### config.mk
export PLATFORM = sky130hd
export DESIGN_NAME = if_stage_flat
export DESIGN_NICKNAME = d
export VERILOG_FILES = /design/src/rtl/mips_pkg.sv /design/src/rtl/if_stage_if.sv /design/src/rtl/fetch_fifo.sv /design/src/rtl/if_stage.sv /design/src/flat_wrapper.sv
export SDC_FILE = /design/constraint.sdc
export NUM_CORES = 1
export LEC_CHECK = 0
export BUFFER_PORTS_ARGS = -buffer_cell sky130_fd_sc_hd__buf_2
export CORE_ASPECT_RATIO = 1.1
export CORE_UTILIZATION = 50
export CTS_CLUSTER_SIZE = 20
export DETAILED_ROUTE_END_ITERATION = 8
export PLACE_DENSITY = 0.76
export SLEW_MARGIN = 25
export SYNTH_ARGS = -nofsm -noshare
export SYNTH_HDL_FRONTEND = slang
export SYNTH_HIERARCHICAL = 1
export SYNTH_SLANG_ARGS = --single-unit
### constraint.sdc
create_clock -name clk -period 6.51 [get_ports clk]
set_clock_uncertainty 0.2 [all_clocks]
set_input_delay 0.651 -clock clk [delete_from_list [all_inputs] [get_ports clk]]
set_output_delay 0.651 -clock clk [all_outputs]
set_load 0.05 [all_outputs]
### src/rtl/mips_pkg.sv
// Shared types and constants for the instruction-fetch stage.
package mips_pkg;

  localparam int          DATA_W     = 32;
  localparam logic [31:0] RESET_PC   = 32'h0000_0000;
  localparam int          WORD_BYTES = 4;
  localparam int          FIFO_DEPTH = 2;

  typedef enum logic {
    FETCH = 1'b0,
    KILL  = 1'b1
  } fetch_state_e;

endpackage

### src/rtl/if_stage_if.sv
// Fetch-stage bus: instruction-memory request/ack and decode-side valid/ready.
interface if_stage_if #(
  parameter int DATA_W = mips_pkg::DATA_W
);
  // imem: req/addr held from assertion through the cycle ack=1 is sampled;
  // ack may arrive in the same cycle as req. id: an entry transfers on any
  // cycle where id_valid & id_ready; id_valid never depends on id_ready.
  logic              imem_req;
  logic [DATA_W-1:0] imem_addr;
  logic              imem_ack;
  logic [DATA_W-1:0] imem_rdata;
  logic              id_valid;
  logic              id_ready;
  logic [DATA_W-1:0] id_inst;
  logic [DATA_W-1:0] id_pc_plus4;

  modport master (
    output imem_req, imem_addr, id_valid, id_inst, id_pc_plus4,
    input  imem_ack, imem_rdata, id_ready
  );

  modport slave (
    input  imem_req, imem_addr, id_valid, id_inst, id_pc_plus4,
    output imem_ack, imem_rdata, id_ready
  );
endinterface

### src/rtl/fetch_fifo.sv
// Two-entry buffer of {inst, pc+4} between memory responses and decode.
module fetch_fifo
  import mips_pkg::*;
#(
  parameter int W = 2 * mips_pkg::DATA_W
) (
  input  logic         clk,
  input  logic         rst,
  input  logic         i_push,
  input  logic         i_pop,
  input  logic         i_flush,
  input  logic [W-1:0] i_data,
  output logic [W-1:0] o_data,
  output logic [1:0]   o_count
);

  logic [W-1:0] r_mem [FIFO_DEPTH];
  logic         r_wr_ptr;
  logic         r_rd_ptr;
  logic [1:0]   r_count;

  always_ff @(posedge clk or negedge rst) begin
    if (!rst) begin
      r_wr_ptr <= 1'b0;
      r_rd_ptr <= 1'b0;
      r_count  <= 2'd0;
    end else if (i_flush) begin
      r_wr_ptr <= 1'b0;
      r_rd_ptr <= 1'b0;
      r_count  <= 2'd0;
    end else begin
      if (i_push) r_wr_ptr <= ~r_wr_ptr;
      if (i_pop)  r_rd_ptr <= ~r_rd_ptr;
      case ({i_push, i_pop})
        2'b10:   r_count <= r_count + 2'd1;
        2'b01:   r_count <= r_count - 2'd1;
        default: r_count <= r_count;
      endcase
    end
  end

  // Storage needs no reset: the head is masked to zero whenever empty.
  always_ff @(posedge clk) begin
    if (i_push && !i_flush) r_mem[r_wr_ptr] <= i_data;
  end

  assign o_data  = (r_count != 2'd0) ? r_mem[r_rd_ptr] : '0;
  assign o_count = r_count;

endmodule

### src/rtl/if_stage.sv
// Instruction fetch: PC, single-outstanding memory request, redirect/kill FSM.
module if_stage
  import mips_pkg::*;
#(
  parameter int                DATA_W   = mips_pkg::DATA_W,
  parameter logic [DATA_W-1:0] RESET_PC = mips_pkg::RESET_PC
) (
  input  logic              clk,
  input  logic              rst,
  if_stage_if.master        bus,
  input  logic              redirect,
  input  logic [DATA_W-1:0] redirect_pc,
  output logic [DATA_W-1:0] program_counter,
  output fetch_state_e      o_state
);

  fetch_state_e        r_state, w_state_nxt;
  logic [DATA_W-1:0]   r_pc, w_pc_nxt;
  logic [DATA_W-1:0]   r_kill_addr, w_kill_addr_nxt;
  logic                r_out, w_out_nxt;
  logic [1:0]          w_count;
  logic                w_pop, w_push, w_flush, w_new, w_ack;
  logic [DATA_W-1:0]   w_target;
  logic [DATA_W-1:0]   w_pc_plus4;
  logic [2*DATA_W-1:0] w_head;

  assign w_target   = {redirect_pc[DATA_W-1:2], 2'b00};
  assign w_pc_plus4 = r_pc + DATA_W'(WORD_BYTES);
  assign w_pop      = bus.id_valid & bus.id_ready;
  // A fresh request may start when the slot it would fill is guaranteed free.
  assign w_new      = rst & (r_state == FETCH) & ~r_out &
                      ((w_count < 2'd2) | w_pop);
  assign w_ack      = bus.imem_req & bus.imem_ack;

  assign bus.imem_req  = r_out | w_new;
  assign bus.imem_addr = (r_state == KILL) ? r_kill_addr : r_pc;
  assign bus.id_valid  = (w_count != 2'd0);
  assign {bus.id_inst, bus.id_pc_plus4} = w_head;
  assign program_counter = r_pc;
  assign o_state         = r_state;

  always_comb begin
    w_state_nxt     = r_state;
    w_pc_nxt        = r_pc;
    w_kill_addr_nxt = r_kill_addr;
    w_out_nxt       = r_out;
    w_push          = 1'b0;
    w_flush         = 1'b0;
    case (r_state)
      FETCH: begin
        if (redirect) begin
          w_flush  = 1'b1;
          w_pc_nxt = w_target;
          // An unanswered request must still be honoured on the bus.
          if (bus.imem_req && !bus.imem_ack) begin
            w_state_nxt     = KILL;
            w_kill_addr_nxt = r_pc;
            w_out_nxt       = 1'b1;
          end else begin
            w_out_nxt = 1'b0;
          end
        end else if (w_ack) begin
          w_push    = 1'b1;
          w_pc_nxt  = w_pc_plus4;
          w_out_nxt = 1'b0;
        end else begin
          w_out_nxt = bus.imem_req;
        end
      end
      KILL: begin
        if (redirect) w_pc_nxt = w_target;
        if (bus.imem_ack) begin
          w_state_nxt = FETCH;
          w_out_nxt   = 1'b0;
        end
      end
      default: w_state_nxt = FETCH;
    endcase
  end

  always_ff @(posedge clk or negedge rst) begin
    if (!rst) begin
      r_state     <= FETCH;
      r_pc        <= RESET_PC;
      r_kill_addr <= '0;
      r_out       <= 1'b0;
    end else begin
      r_state     <= w_state_nxt;
      r_pc        <= w_pc_nxt;
      r_kill_addr <= w_kill_addr_nxt;
      r_out       <= w_out_nxt;
    end
  end

  fetch_fifo #(.W(2 * DATA_W)) u_fifo (
    .clk     (clk),
    .rst     (rst),
    .i_push  (w_push),
    .i_pop   (w_pop),
    .i_flush (w_flush),
    .i_data  ({bus.imem_rdata, w_pc_plus4}),
    .o_data  (w_head),
    .o_count (w_count)
  );

endmodule

### src/flat_wrapper.sv
// flat-port wrapper written by rule: the top's interface ports become plain ports
module if_stage_flat import mips_pkg::*;
#(
  parameter int                DATA_W   = mips_pkg::DATA_W,
  parameter logic [DATA_W-1:0] RESET_PC = mips_pkg::RESET_PC
)
  (clk, rst, redirect, redirect_pc, program_counter, o_state, bus_imem_req, bus_imem_addr, bus_id_valid, bus_id_inst, bus_id_pc_plus4, bus_imem_ack, bus_imem_rdata, bus_id_ready);
  if_stage_if #(.DATA_W(DATA_W)) bus_i ();
  input  logic clk;
  input  logic rst;
  input  logic redirect;
  input  logic [DATA_W-1:0] redirect_pc;
  output logic [DATA_W-1:0] program_counter;
  output fetch_state_e o_state;
  output wire logic [$bits(bus_i.imem_req)-1:0] bus_imem_req;
  output wire logic [$bits(bus_i.imem_addr)-1:0] bus_imem_addr;
  output wire logic [$bits(bus_i.id_valid)-1:0] bus_id_valid;
  output wire logic [$bits(bus_i.id_inst)-1:0] bus_id_inst;
  output wire logic [$bits(bus_i.id_pc_plus4)-1:0] bus_id_pc_plus4;
  input wire logic [$bits(bus_i.imem_ack)-1:0] bus_imem_ack;
  input wire logic [$bits(bus_i.imem_rdata)-1:0] bus_imem_rdata;
  input wire logic [$bits(bus_i.id_ready)-1:0] bus_id_ready;
  assign bus_imem_req = bus_i.imem_req;
  assign bus_imem_addr = bus_i.imem_addr;
  assign bus_id_valid = bus_i.id_valid;
  assign bus_id_inst = bus_i.id_inst;
  assign bus_id_pc_plus4 = bus_i.id_pc_plus4;
  assign bus_i.imem_ack = bus_imem_ack;
  assign bus_i.imem_rdata = bus_imem_rdata;
  assign bus_i.id_ready = bus_id_ready;
  if_stage #(.DATA_W(DATA_W), .RESET_PC(RESET_PC)) u_core (.clk(clk), .rst(rst), .bus(bus_i), .redirect(redirect), .redirect_pc(redirect_pc), .program_counter(program_counter), .o_state(o_state));
endmodule
Yosys cells after proc, flatten, opt, wreduce, memory -nomap -nowiden

Memories as Yosys holds them, arrays and structs flattened.
Index checks and enable logic that the tools add are counted.

$add $sub $neg: 3
Multipliers: 0
Divide/modulo/power cells: 0
$lt $le $gt $ge: 1
Equal/unequal tests: 5
Shifts and indexed selects: 0
Multiplexer cells: 27
Bitwise logic cells: 11
Reduce and logical (&&, ||, !) cells: 10

Operators with widths:

| cell                                                                    | number |
|---|---|
| 32-bit two-way mux                                                      | 4 |
| 64-bit two-way mux                                                      | 1 |
| 32-bit case mux with 2 select lines                                     | 1 |
| 32-bit by 3-bit adder with 32-bit output, second input constant         | 1 |
| 1-bit two-way mux                                                       | 17 |
| 2-bit nonzero test                                                      | 3 |
| 1-bit AND                                                               | 5 |
| 2-bit inequality test, second input constant                            | 2 |
| 1-bit NOT                                                               | 4 |
| 1-bit case mux with 2 select lines                                      | 2 |
| 2-bit case mux with 2 select lines                                      | 1 |
| 3-bit by 2-bit inequality test with 1-bit output, second input constant | 1 |
| 3-bit AND reduction                                                     | 1 |
| 3-bit nonzero test                                                      | 1 |
| 2-bit by 1-bit adder with 2-bit output, second input constant           | 1 |
| 2-bit by 1-bit equality test with 1-bit output, second input constant   | 1 |
| 2-bit equality test, second input constant                              | 1 |
| 1-bit logical AND                                                       | 2 |
| 1-bit logical NOT                                                       | 2 |
| 2-bit less-than comparator, second input constant                       | 1 |
| 2-bit two-way mux                                                       | 1 |
| 1-bit bitwise OR                                                        | 2 |
| 2-bit AND reduction                                                     | 1 |
| 2-bit by 1-bit subtractor with 2-bit output, second input constant      | 1 |

Flip-flop bits (word level): 70
Bits in latches: 0
Memory bits (writable): 128
Memory bits (read-only): 0
Word-level logic and storage cells: 65
Memories: 1

Memories:

| memory              | depth | bits a word | read ports | clocked after Yosys merged registers in | write ports | line             | source |
|---|---|---|---|---|---|---|---|
| u_core.u_fifo.r_mem | 2     | 64          | 1          | 0                                       | 1           | fetch_fifo.sv:17 | `logic [W-1:0] r_mem [FIFO_DEPTH];` |

Depth between registers and ports, before layout

Gate-level depths: netlist of the first run.

Depth after elaboration: 12
Mapped depth: 7
Depth with buffers taken out: 6

Cells and area by module

Netlist of the first run, hierarchy kept.

Modules (own cells, without submodules):

| module     | instances | cells each | area each (sq um) | seq. area each (sq um) |
|---|---|---|---|---|
| fetch_fifo | 1         | 289        | 5096.1            | 3943.8 |
| if_stage   | 1         | 441        | 4197.8            | 1551.5 |

Worst setup path before layout of the first run

OpenSTA, ideal clock, no wires.

Path type: reg-to-reg
From: reg u_core.r_state, in the netlist u_core/o_state
To: mem u_core/u_fifo/r_mem[0][0] in the netlist's numbering, enable pin
Library setup time: 578 ps
Arrival: 6201 ps
Data required time: 5732 ps
Setup slack: -468 ps
Stages on the path, launching flop included: 5
Period minus slack after synthesis: 6978 ps
Path through: dfrtp_1 clkbuf_1 clkbuf_1 nor2_1 nor3b_1

RTL lines:

| item                                    | line             | source |
|---|---|---|
| from (decl)                             | if_stage.sv:17   | `fetch_state_e r_state, w_state_nxt;` |
| from (signal assigned)                  | if_stage.sv:88   | `r_state <= w_state_nxt;` |
| 1-bit two-way mux                       | if_stage.sv:49   | `case (r_state)` |
| via u_core.w_flush                      | if_stage.sv:22   | `logic w_pop, w_push, w_flush, w_new, w_ack;` |
| 1-bit logical NOT                       | fetch_fifo.sv:44 | `if (i_push && !i_flush) r_mem[r_wr_ptr] <= i_data;` |
| 1-bit logical AND                       | fetch_fifo.sv:44 |  |
| 1-bit two-way mux                       | fetch_fifo.sv:44 |  |
| 1-bit two-way mux (implied by the code) | fetch_fifo.sv:44 |  |
| to (decl)                               | fetch_fifo.sv:17 |  |

The timed path passes the listed nets, and every way through them passes these cells.

Worst setup path after layout of the first run

From: reg u_core.r_state, in the netlist u_core/o_state
To: mem u_core/u_fifo/r_mem[0][62] in the netlist's numbering, enable pin

Cells in the longest elaborated chain, start to end: 12

Ends and longest elaborated chain:

| item                                        | line             | source |
|---|---|---|
| 1-bit NOT                                   | if_stage.sv:31   | `assign w_new = rst & (r_state == FETCH) & ~r_out &` |
| 1-bit AND (3 in a row)                      | if_stage.sv:31   |  |
| 1-bit bitwise OR                            | if_stage.sv:35   | `assign bus.imem_req = r_out \| w_new;` |
| 1-bit AND                                   | if_stage.sv:33   | `assign w_ack = bus.imem_req & bus.imem_ack;` |
| 1-bit two-way mux                           | if_stage.sv:62   | `end else if (w_ack) begin` |
| 1-bit two-way mux                           | if_stage.sv:51   | `if (redirect) begin` |
| 1-bit two-way mux (*)                       | if_stage.sv:49   |  |
| via u_core.w_push                           | if_stage.sv:22   |  |
| 1-bit logical AND (*)                       | fetch_fifo.sv:44 |  |
| 1-bit two-way mux (*)                       | fetch_fifo.sv:44 |  |
| 1-bit two-way mux (implied by the code) (*) | fetch_fifo.sv:44 |  |

The timed path passes the listed nets; every way through them passes the cells marked *.

==> results of run 1 <==
## report_power, final
part	internal (W)	total (W)	switching [W]	leakage [nW]
Combinational	0.000621	0.00231	0.00168	2.04
Clock	0.000584	0.00105	0.000467	0.285
Sequential	0.00152	0.00175	0.000236	1.93
Total	0.00272	0.00511	0.00239	4.26
## logic make-up after synthesis
logic type,after synthesis,share of synthesized area
flip-flops,194,0.591
XOR/XNOR,29,0.0273
buffers and inverters,74,0.0477
AO/OA/AOI/OAI,84,0.0657
other,1,0.000403
multiplexers,123,0.140
AND/OR/NAND/NOR,224,0.126
adder cells (fa/ha/maj),1,0.00135
## worst max-delay path, cell delays in order (launching register included)
cell and delay [ns]:
dfrtp_1 0.38, buf_4 0.28, nor2b_1 0.28, nand3_1 0.25, nor2_1 0.45, nor3b_4 0.86, buf_4 0.66
## layout by cell type (no fill, tap or decap), types with 3 or more instances in the layout
cell / n
xnor2_1: 18
clkbuf_16: 17
or3_1: 9
xor2_1: 11
and2_1: 7
inv_1: 8
conb_1: 8
inv_6: 5
o22a_1: 5
edfxtp_1: 128
a22oi_1: 13
buf_4: 8
clkinv_4: 3
dfrtp_1: 65
or2_2: 5
o211ai_1: 16
or4_1: 4
nor3b_1: 3
nand3_1: 18
mux2i_1: 68
and4_1: 8
o31ai_1: 3
and3_1: 7
a31oi_1: 7
nor3_1: 11
nand4_1: 16
nand2_1: 22
nor2_1: 92
mux2_2: 53
o21ai_0: 14
a21oi_1: 4
buf_2: 193
## final timing paths
path                                             start                         end  slack [ns]  depth (start not counted)
worst max register to register          u_core/o_state  u_core/u_fifo/r_mem[0][62]        2.76                          6
worst max-delay path                    u_core/o_state  u_core/u_fifo/r_mem[0][62]        2.76                          6
worst min register to register  u_core/r_kill_addr[13]      u_core/r_kill_addr[13]        0.29                          1
worst min-delay path                 bus_imem_rdata[0]  u_core/u_fifo/r_mem[1][32]        0.21                          1
max in group asynchronous                          rst      u_core/u_fifo/r_rd_ptr        5.09                          2
min in group asynchronous                          rst  u_core/program_counter[19]        0.32                          2
## stage by stage
step / util / cells / instance area (um^2) / total power (W) / setup slack [ns]
after floorplan: - / 737 / 9330 / 0.00363 / 1.81
final: 0.607 / 1143 / 10900 / 0.00511 / 2.76
after global routing: 0.607 / 1143 / 10900 / 0.00532 / 2.47
after CTS: 0.607 / 1143 / 10900 / 0.00514 / 2.70
after detailed placement: 0.574 / 1111 / 10300 / 0.00409 / 2.61
after global placement: 0.573 / 1110 / 10300 / 0.00405 / 2.68
## layout make-up
type / count / area, um^2 / share of cell area
Inverter: 8 / 30.0 / 0.00276
Timing Repair Buffer: 202 / 1050 / 0.0968
Multi-Input combinational cell: 469 / 3410 / 0.314
Tap cell: 238 / 298 / 0.0274
Sequential cell: 194 / 5500 / 0.505
Clock inverter: 13 / 150 / 0.0138
Clock buffer: 19 / 443 / 0.0407
## state kept, by name, summed over array words and instances (netlist names)
name / count
u_core/r_kill_addr: 30
u_core/u_fifo/o_count: 2
u_core/o_state: 1
u_core/u_fifo/r_wr_ptr: 1
u_core/r_out: 1
u_core/program_counter: 30
u_core/u_fifo/r_mem: 128
u_core/u_fifo/r_rd_ptr: 1
## per-layer routing
| layer | vias to the layer above | track usage |
|---|---|---|
| met5 | - | 0 |
| met4 | 0 | 0.0802 |
| met3 | 38 | 0.0433 |
| met2 | 261 | 0.353 |
| met1 | 3082 | 0.301 |
| li1 | 3011 | - |
==> impl_results.md, run 1 <==
* Synth Warn # at 6
* DRC violations left at 0
* Setup TNS at 0 ns
* First DRT Iteration DRCs at between 400 and 500
* Syn Inst Count at 730
* Share of post-route cells with drive strength above 1 at 0.340
* Routed wire length at between 20 and 25 mm
* Clock latency at the later pin of the worst-skew pair at 0.43 ns
* WS Path Type: flip-flop to flip-flop
* Initial antenna violation count at 0
* Post-CTS setup buffers at 0
* Number of buffers added on ports at between 150 and 200
* Crit-path max FO at 47
* Total congestion overflow at 0
* Diodes inserted at 0
* CTS tree: done
* Row count at roughly 50
* Outcome: finished clean
* Pin count of the biggest net entering global routing at 67
* Final setup vio count at 0
* Ranking of synthesized cells by area: edfxtp_1, dfrtp_1, mux2i_1
* Most common cell in the netlist: edfxtp_1
* Synthesis-stage register bit count at roughly 190
* Seq/Total Area, Yosys at 0.591
* Slew Viols, Final at 0
* Synth Cell Area at 9290 um^2
* Startpoint Class: flip-flop
* DRT antenna net count at 0
* Root Driver: clkbuf_16
* Met2 wire length at ~10 mm
* DR top layer: met4
* Clk sinks at 194
* Normalized max-slew margin at 0.367
* Filler cells at 1430
* Inserted Clock Buffers at 17
* Clock Path Buffers at 2
* # resized after CTS at 0
* RSZ-0062 raised after global routing: false
* Vias in the first global route at 6197
* Tmin final at 3.75 ns
* Top post-synthesis cells by count: edfxtp_1, nor2_1, mux2i_1
* Cell taking the most area after synthesis: edfxtp_1
* Critical Path AT at 3.61 ns
* RePlAce Congestion at slightly below 0.9
* Highest clock rate at 267 MHz
* 1st-pass router iterations at 6
* Wire length on met3 at 1.30 mm
* Avg Inst Size Synth at 12.7 um^2
* CTS Hold Bufs at 0
* Area Growth Syn to Fin at 17.2%
* Max H-tree Level at 4
* Main synth FF type: edfxtp_1
* Global-route wire length before repair at 33.0 mm
* Library cells used by synthesis at between 70 and 80
* Required @ worst endpoint at 6.37 ns
* M1 WL at 9.22 mm
* Post-synth EDFFs at 128
* Tightest Pin Transition at 0.940 ns
* DP HPWL at 14.1 mm
* Vias/cell at 5.59
* LEAKAGE at between 4 and 5 nW
* Top Ports at 200
* Die Y-Extent at 145 um
* Crit. End Element: flip-flop
* Worst hold slack at 0.208 ns
* Starting Density at 0.518
* GR Util All Layers at 0.222
* Max-capacitance violation count at 0
* DR WL/cell at 18.3 um
* Final worst-path cycle share at 0.576
* Vias at 6392
* Nets@finish at 962
* Worst min-delay path class: input pin to flip-flop
* Ys async rst share at 0.340
* Clock slew at reported path FFs at 0.07 ns
* Synth top area share at 0.414
* Final hold violations at 0
* Core Region at 17900 um^2
* Peak VDD IR at 0.256 mV
* Die W at 132 um
* Die ar. at 19100 um^2
* P per Cell Area at 469 nW/um^2
No activity file was read; power rests on OpenSTA's default activity.
==> run 2: changes to the inputs <==
--- a/config.mk
+++ b/config.mk
@@ -7,10 +7,10 @@
 export LEC_CHECK = 0
 export BUFFER_PORTS_ARGS = -buffer_cell sky130_fd_sc_hd__buf_2
 export CORE_ASPECT_RATIO = 1.1
-export CORE_UTILIZATION = 50
+export CORE_UTILIZATION = 54
 export CTS_CLUSTER_SIZE = 20
 export DETAILED_ROUTE_END_ITERATION = 8
-export PLACE_DENSITY = 0.76
+export PLACE_DENSITY = 0.78
 export SLEW_MARGIN = 25
 export SYNTH_ARGS = -nofsm -noshare
 export SYNTH_HDL_FRONTEND = slang
==> constraint.sdc (replaced) <==
create_clock -name clk -period 3.6 [get_ports clk]
set_clock_uncertainty 0.2 [all_clocks]
set_input_delay 0.36 -clock clk [delete_from_list [all_inputs] [get_ports clk]]
set_output_delay 0.36 -clock clk [all_outputs]
set_load 0.05 [all_outputs]
==> run 2 against run 1 <==
Against the previous run: register-to-register slack worse by 1.9 ns; die area down 7.3%; wire length up 4.3%; critical path depth up 1; via count up 4.7%; sequential share of layout area down 1.9 points; combinational power up 84%; critical path type is now input pin to flip-flop; critical endpoint is now u_core/u_fifo/r_mem[1][21]; largest power group unchanged.
==> impl_results.md, run 2 (same netlist as run 1, synthesis figures left out) <==
* Final worst-path cycle share at 0.814
* Inserted Clock Buffers at 17
* Top Ports at 200
* Max stage delay on crit path at approximately 0.54 ns
* Max-capacitance violation count at 0
* Crit-path max FO at 54
* Number of buffers added on ports at 193
* Clock slew at reported path FFs at roughly 0.07 ns
* DP HPWL at 14.1 mm
* RePlAce Congestion at between 0.8 and 0.9
* Post-CTS setup buffers at 0
* CP max stage cell: dlygate4sd3_1
* Die ar. at 17700 um^2
* LEAKAGE at 4.44 nW
* Starting Density at 0.559
* Placed Cells at 1105
* 1st-pass router iterations at 9
* Core Region at 16600 um^2
* GR Util All Layers at 0.251
* Register-to-Register Path Depth at 5
* Startpoint Class: input pin
* Global-route wire length before repair at 34.6 mm
* Final hold violations at 0
* Share of post-route cells with drive strength above 1 at 0.330
* Commonest non-fill, non-tap cell in the layout: buf_2
* Cell Chain, Critical Path: dlygate4sd3_1 > buf_2 > nor2b_1 > nand3_1 > nor2_1 > and3b_2 > buf_12
* Setup TNS at 0 ns
* Max FFs per register at 128
* Area Growth Syn to Fin at 21.8%
* Crit-path leading delay family: simple AND/OR/NAND/NOR gates
* Diodes inserted at 0
* Tightest Pin Transition at 0.956 ns
* Nets@finish at 1005
* Normalized max-slew margin at 0.357
* Clk sinks at roughly 190
* Die Y-Extent at 140 um
* RSZ-0062 raised after global routing: false
* WS Path Type: input pin to flip-flop
* Slew Viols, Final at 0
* Required @ worst endpoint at around 3.5 ns
* DRT antenna net count at 0
* Vias at 6692
* Tmin final at around 2.9 ns
* Pwr Total at 0.00926 W
* Initial antenna violation count at 0
* Highest clock rate at 341 MHz
* R2R Path Start: u_core/program_counter[3]
* Clock share of power at 0.198
* Final setup vio count at 0
* Net Sw Frac at 0.468
* Crit. End Element: flip-flop
* Die W at about 130 um
* CTS tree: done
* Vias/cell at 5.69
* Root Driver: clkbuf_16
* Net Switching at about 0.0043 W
* Most frequent cells in the layout: buf_2, edfxtp_1, nor2_1
* Reg2reg setup slack at 0.83 ns
* Seq pwr share at 0.342
* Post-layout util at 0.681
* Clock Path Buffers at 2
* Non-Filler Instances at 1177
* Number of buffers and inverters on the critical path at 3
* Routed wire length at 21.8 mm
* First DRT Iteration DRCs at 478
* Pin count of the biggest net entering global routing at between 60 and 70
* Comb pwr share at 0.460
* Pint at 0.00492 W
* Most flops, register: u_core/u_fifo/r_mem
* Outcome: finished clean
* Critical R2R Capture: u_core/u_fifo/r_mem[1][30]
* Worst min-delay path class: input pin to asynchronous set/reset pin
* Worst hold slack at around 0.0031 ns
* Total congestion overflow at 0
* DR WL/cell at roughly 19 um
* Clock latency at the later pin of the worst-skew pair at 0.43 ns
* Vias in the first global route at 6608
* Max H-tree Level at 4
* P per Cell Area at 818 nW/um^2
* DRC violations left at 0
* Peak VDD IR at between 0.4 and 0.5 mV
* Row count at 49
* Critical Path AT at 2.83 ns
==> run 2: cell count changes in the layout (fill, tap and decap cells not counted), sizes merged <==
cell / delta
clkinvlp: +2
bufinv: -1
buf: +3
inv: -1
dlygate4sd3: +40
==> run 2: how the worst max path moves through the flow <==
stage / start / end / slack [ns] / depth (start not counted)
floorplan: u_core/o_state / u_core/u_fifo/r_mem[0][0] / 0.03 / 4
global placement: bus_imem_ack / u_core/u_fifo/r_mem[1][37] / 0.85 / 6
detailed placement: bus_imem_ack / u_core/u_fifo/r_mem[1][32] / 0.82 / 6
CTS: bus_imem_ack / u_core/u_fifo/r_mem[1][63] / 0.70 / 7
global route: bus_imem_ack / u_core/u_fifo/r_mem[1][23] / 0.51 / 7
finish: bus_imem_ack / u_core/u_fifo/r_mem[1][21] / 0.67 / 7
==> run 2: power groups by stage <==
stage	combinational (W)	sequential [W]	clock (W)
final	0.00426	0.00316	0.00184
after global routing	0.00448	0.00321	0.00196
after CTS	0.00426	0.00316	0.00187
after detailed placement	0.00422	0.00320	0
after global placement	0.00417	0.00318	0
after floorplan	0.00337	0.00320	0
==> run 2: per-stage QoR <==
| stage | setup WS, ns | instance area [um^2] |
|---|---|---|
| after global placement | 0.849 | 10300 |
| after floorplan | 0.0323 | 9330 |
| after detailed placement | 0.823 | 10300 |
| final | 0.670 | 11300 |
| after CTS | 0.703 | 11300 |
| after global routing | 0.511 | 11300 |
==> run 2: routing by layer <==
metal / vias to the layer above / track usage / routed length [um]
met5: - / 0 / 0
met3: 45 / 0.0523 / 1350
met1: 3245 / 0.322 / 9290
met4: 0 / 0.0902 / 575
met2: 297 / 0.422 / 10600
li1: 3105 / - / -
==> run 2: timing repair <==
action / 4_1_cts / 5_1_grt
gates resized for setup: 0 / 0
endpoints found under the hold margin: 73 / 0
hold buffers: 40 / 0
==> run 2: cell type report <==
cell class	instances	area (um^2)
Clock buffer	19	453
Clock inverter	13	126
Fill cell	1201	5300
Inverter	8	30.0
Multi-Input combinational cell	469	3410
Sequential cell	194	5500
Tap cell	229	287
Timing Repair Buffer	245	1510
==> run 2: worst reg2reg max path, delay by kind of cell (launching register included) <==
family,cells,cell delay [ns]
DFF,1,0.50
xor gates and xnor gates,1,0.20
and+or+nand+nor,3,1.27
adders and majority gates,1,0.33
